### src/rtl/accumulation_pkg.sv
// Shared types and helpers for the block accumulator: FSM state, add modes,
// and the sample-count width function.
package accumulation_pkg;

  typedef enum logic {
    IDLE = 1'b0,
    ACC  = 1'b1
  } state_t;

  localparam int MODE_WRAP = 0;
  localparam int MODE_SAT  = 1;

  // Bits needed to hold values 0..n inclusive, never less than 1.
  function automatic int cnt_width(input int n);
    int w;
    w = 1;
    while ((1 << w) < (n + 1)) w++;
    return w;
  endfunction

endpackage

### src/rtl/accum_sat_add.sv
// Combinational accumulator adder: acc + zero-extended sample, with carry-out
// reported as overflow and an optional clamp to all-ones.
module accum_sat_add
  import accumulation_pkg::*;
#(
  parameter int DIN_W  = 4,
  parameter int DOUT_W = 8,
  parameter int SAT_EN = MODE_SAT
) (
  input  logic [DOUT_W-1:0] a,
  input  logic [DIN_W-1:0]  b,
  output logic [DOUT_W-1:0] sum,
  output logic              ovf
);

  logic [DOUT_W:0] full;

  assign full = {1'b0, a} + {{(DOUT_W - DIN_W + 1){1'b0}}, b};
  assign ovf  = full[DOUT_W];
  assign sum  = (ovf && SAT_EN == MODE_SAT) ? {DOUT_W{1'b1}} : full[DOUT_W-1:0];

endmodule

### src/rtl/accum_block.sv
// Block accumulator: sums BLOCK_LEN valid samples, publishes the block total
// on res with a one-cycle res_valid pulse, and keeps a sticky overflow flag.
module accum_block
  import accumulation_pkg::*;
#(
  parameter int  DIN_W     = 4,
  parameter int  DOUT_W    = 8,
  parameter int  BLOCK_LEN = 4,
  parameter int  SAT_EN    = MODE_SAT,
  localparam int CNT_W     = cnt_width(BLOCK_LEN)
) (
  input  logic              clk,
  input  logic              rst,
  input  logic              clr,
  input  logic              din_valid,
  input  logic [DIN_W-1:0]  din,
  output logic [DOUT_W-1:0] acc,
  output logic [CNT_W-1:0]  cnt,
  output logic [DOUT_W-1:0] res,
  output logic              res_valid,
  output logic              ovf
);

  state_t            state;
  logic [DOUT_W-1:0] base;
  logic [DOUT_W-1:0] sum;
  logic              add_ovf;
  logic              last;

  // A new block always starts from zero, whatever acc happens to hold.
  assign base = (state == IDLE) ? '0 : acc;
  assign last = (cnt == CNT_W'(BLOCK_LEN - 1));

  accum_sat_add #(
    .DIN_W (DIN_W),
    .DOUT_W(DOUT_W),
    .SAT_EN(SAT_EN)
  ) u_add (
    .a  (base),
    .b  (din),
    .sum(sum),
    .ovf(add_ovf)
  );

  always_ff @(posedge clk or posedge rst) begin
    if (rst) begin
      state     <= IDLE;
      acc       <= '0;
      cnt       <= '0;
      res       <= '0;
      res_valid <= 1'b0;
      ovf       <= 1'b0;
    end else begin
      res_valid <= 1'b0;
      if (clr) begin
        // clr wins over a concurrent sample; res is deliberately kept.
        state <= IDLE;
        acc   <= '0;
        cnt   <= '0;
        ovf   <= 1'b0;
      end else if (din_valid) begin
        if (add_ovf) ovf <= 1'b1;
        if (last) begin
          res       <= sum;
          res_valid <= 1'b1;
          acc       <= '0;
          cnt       <= '0;
          state     <= IDLE;
        end else begin
          acc   <= sum;
          cnt   <= cnt + CNT_W'(1);
          state <= ACC;
        end
      end
    end
  end

endmodule

### config.mk
export PLATFORM = sky130hd
export DESIGN_NAME = accum_block
export DESIGN_NICKNAME = d
export VERILOG_FILES = /design/src/rtl/accumulation_pkg.sv /design/src/rtl/accum_sat_add.sv /design/src/rtl/accum_block.sv
export SDC_FILE = /design/constraint.sdc
export NUM_CORES = 1
export LEC_CHECK = 0
export BUFFER_PORTS_ARGS = -buffer_cell sky130_fd_sc_hd__buf_2
export CORE_ASPECT_RATIO = 0.75
export CORE_MARGIN = 5
export CORE_UTILIZATION = 56
export DETAILED_ROUTE_END_ITERATION = 8
export GPL_ROUTABILITY_DRIVEN = 0
export PLACE_DENSITY = 0.92
export SLEW_MARGIN = 20
export SYNTH_ARGS = -nofsm -noshare
export SYNTH_HDL_FRONTEND = slang
export SYNTH_SLANG_ARGS = --single-unit
### constraint.sdc
create_clock -name clk -period 5.15 [get_ports clk]
set_input_delay 0.2575 -clock clk [delete_from_list [all_inputs] [get_ports clk]]
set_output_delay 0.2575 -clock clk [all_outputs]
set_load 0.1 [all_outputs]
==> results.json <==
{
  "yosys.area_share.simple_pct": 20.5,
  "drive_above_1_share_pct": 25.5,
  "htreeDepth": 1,
  "final.setup_skew_ps": 10.7,
  "ys_warn_count": 0,
  "grt_max_degree": 23,
  "cp_cell_sequence": "and2_1, ha_1, fa_1, nand3_1, nand3_1, a31o_2, a221o_1",
  "period_minus_slack_ps": 2390,
  "nNetsFinal": 172,
  "synth_fp_nets": 144,
  "die_w_um": 64.3,
  "netlist_instances": 130,
  "yosysSeqAreaShare_pct": 44.5,
  "synth_area_um2": 1240,
  "ir_drop_uv": 270,
  "cp.required_ps": 5360,
  "synth_fa_ha_area_share_pct": 6.68,
  "ctsResizeCount": 0,
  "status": "finished, final reports clean",
  "pwr-share-comb_pct": 27.5,
  "synth.distinct_cells": 44,
  "synthArstFlopShare_pct": 100,
  "synth_top_area_share_pct": 44.5,
  "synth_top_cell_by_area": "dfrtp_1",
  "cts_setup_buffers": 0,
  "synth-edff-count": 0,
  "cts_tree": "built",
  "worstSkewPairLatency_ps": 320,
  "power_frac_seq_pct": 42.5,
  "drc_errors": 0,
  "synth_area_leaders": "dfrtp_1 (45%), nand2_1 (5.2%), ha_1 (5.1%)",
  "core_area_um2": 2050,
  "power_switching_share_pct": 36.9,
  "antenna_found_initial": 0,
  "clkTransAtPathRegs_ps": 130,
  "startpoint_type": "flop",
  "p_clk_share_pct": 30.1,
  "die_h_um": 50.7,
  "cp_slowest_cell": "dfrtp_1",
  "drt-total-wl_um": 2990,
  "worstMarginPinSlew_ps": 818,
  "io_pins": 29,
  "hp-class": "in2async",
  "ctsHoldBuffers": 0,
  "final_common_cell": "buf_2",
  "numCtsBuffers": 3,
  "fmax_ghz": 0.419,
  "fin_total_pwr_uw": 448,
  "nFillCells": 161,
  "worst-path-max-fanout": 11,
  "crit_type": "reg2reg",
  "finalHoldViolCount": 0,
  "internal-power_uw": 283,
  "viasPerCell": 6.19,
  "initial_core_util_pct": 60.3,
  "final_cell_mix": "buf_2 (28), dfrtp_1 (22), nand2_1 (17)",
  "postLayoutCellArea_um2": 1430,
  "avgRoutedWirePerCell_um": 16.5,
  "setup_violations": 0,
  "crit_top_cell": "nand3_1",
  "num_vias": 1120,
  "switching_power_uw": 165,
  "root_buffer": "clkbuf_4",
  "muxShareOfSynthArea_pct": 1.72,
  "drt-initial-drc-count": 69,
  "dp_hpwl_um": 2160,
  "grt_util_all_layers_pct": 18.9,
  "grt_pass1_vias": 1067,
  "diodes": 0,
  "powerDensity_nw_per_um2": 313,
  "firstDrtPassIters": 4,
  "ys_seq_elements": 22,
  "grt-ovfl-total": 0,
  "critical-path-max-stage-delay_ps": 510,
  "relSlewSlack_pct": 45.4,
  "row_count": 14,
  "maxSlewViolCount": 0,
  "period_share_pct": 46.3,
  "place_area_um2": 1380,
  "synth_top_family_by_area": "compound AO/OA/AOI/OAI gates",
  "die_area_um2": 3260,
  "tns_ps": 0,
  "synth_compound_gate_area_share_pct": 22.2,
  "postRouteAntennaNets": 0,
  "avgSynthCellArea_um2": 9.51,
  "cts_buffer_depth": 2,
  "portBuffers": 28,
  "area_growth_pct": 15.9,
  "synth_top_flop_cell": "dfrtp_1",
  "drv_cap": 0,
  "rsz0062_at_grt": "false",
  "p_leak_uw": 0.000710,
  "grt_pass1_wl_um": 4910,
  "end_kind": "flop",
  "numClockSinks": 22,
  "arrival_ps": 2600,
  "synth_xor_area_share_pct": 0.709
}
critical path, delay by kind of cell, from the launching register on:
family,cells,cell delay (ps)
AO/OA/AOI/OAI,2,590
adder cells (fa/ha/maj),2,640
AND/OR/NAND/NOR,3,540
flip-flops,1,510
per-layer routing:
metal | track usage [%] | share of wire (%) | vias up
met1 | 24.8 | 43 | 527
met3 | 5.13 | 8.8 | 8
met5 | 0 | 0 | -
met4 | 7.80 | 1.7 | 0
met2 | 29.6 | 47 | 60
li1 | - | - | 525
worst paths after layout:
kind | end | slack, ps | startpoint | depth (start not counted)
max | acc[7] | 2760 | state | 7
min | acc[0] | 70 | rst | 2
max reg2reg | acc[7] | 2760 | state | 7
min reg2reg | res[4] | 490 | res[4] | 2
max in group asynchronous | acc[1] | 4560 | rst | 2
min in group clk | cnt[1] | 150 | clr | 2
sequential cells by signal, summed over array words and instances, names as in the netlist:
| name | count |
|---|---|
| acc | 8 |
| cnt | 3 |
| ovf | 1 |
| res | 8 |
| res_valid | 1 |
| state | 1 |
synth_stat cells (all sizes together), types with 2 or more instances:
cell / instances
o31ai: 3
inv: 5
or2: 2
a22o: 2
a211oi: 3
nor2: 10
nand2: 17
a31oi: 2
nor3: 2
o41ai: 2
dfrtp: 22
a21oi: 6
buf: 4
o21ai: 10
nand3: 5
o21bai: 2
and2: 5
nor4: 2
nand2b: 2
ha: 5
cell families after synthesis:
group | count (synthesis)
xor gates and xnor gates | 1
and+or+nand+nor | 50
AOI/OAI and AO/OA | 39
DFF | 22
adders and majority gates | 6
muxes | 2
buffers and inverters | 10
stage by stage:
stage	setup WS, ps	hold slack (ps)	instances	util (%)
final	2760	68.8	181	69.9
after global routing	2620	132	181	69.9
after CTS	2790	98.5	181	69.9
after detailed placement	2820	459	177	67.3
after global placement	2900	450	177	67.3
after floorplan	2530	247	130	-
final cells by class:
type,count,area (µm²),area share (%)
inverters,5,18.8,1.31
repair buffers,28,140,9.78
flip-flops and latches,22,551,38.4
clock buffers,3,22.5,1.57
clock inverters,1,30.0,2.10
well taps,24,30.0,2.10
multi-input cells,98,641,44.7
power by group through the flow:
| stage | registers [µW] | clock network (µW) | logic, µW |
|---|---|---|---|
| after floorplan | 264 | 0 | 29.7 |
| after global placement | 193 | 0 | 121 |
| after detailed placement | 194 | 0 | 123 |
| after CTS | 190 | 136 | 123 |
| after global routing | 192 | 144 | 128 |
| final | 190 | 135 | 123 |
Power figures use the tool's default switching activity.
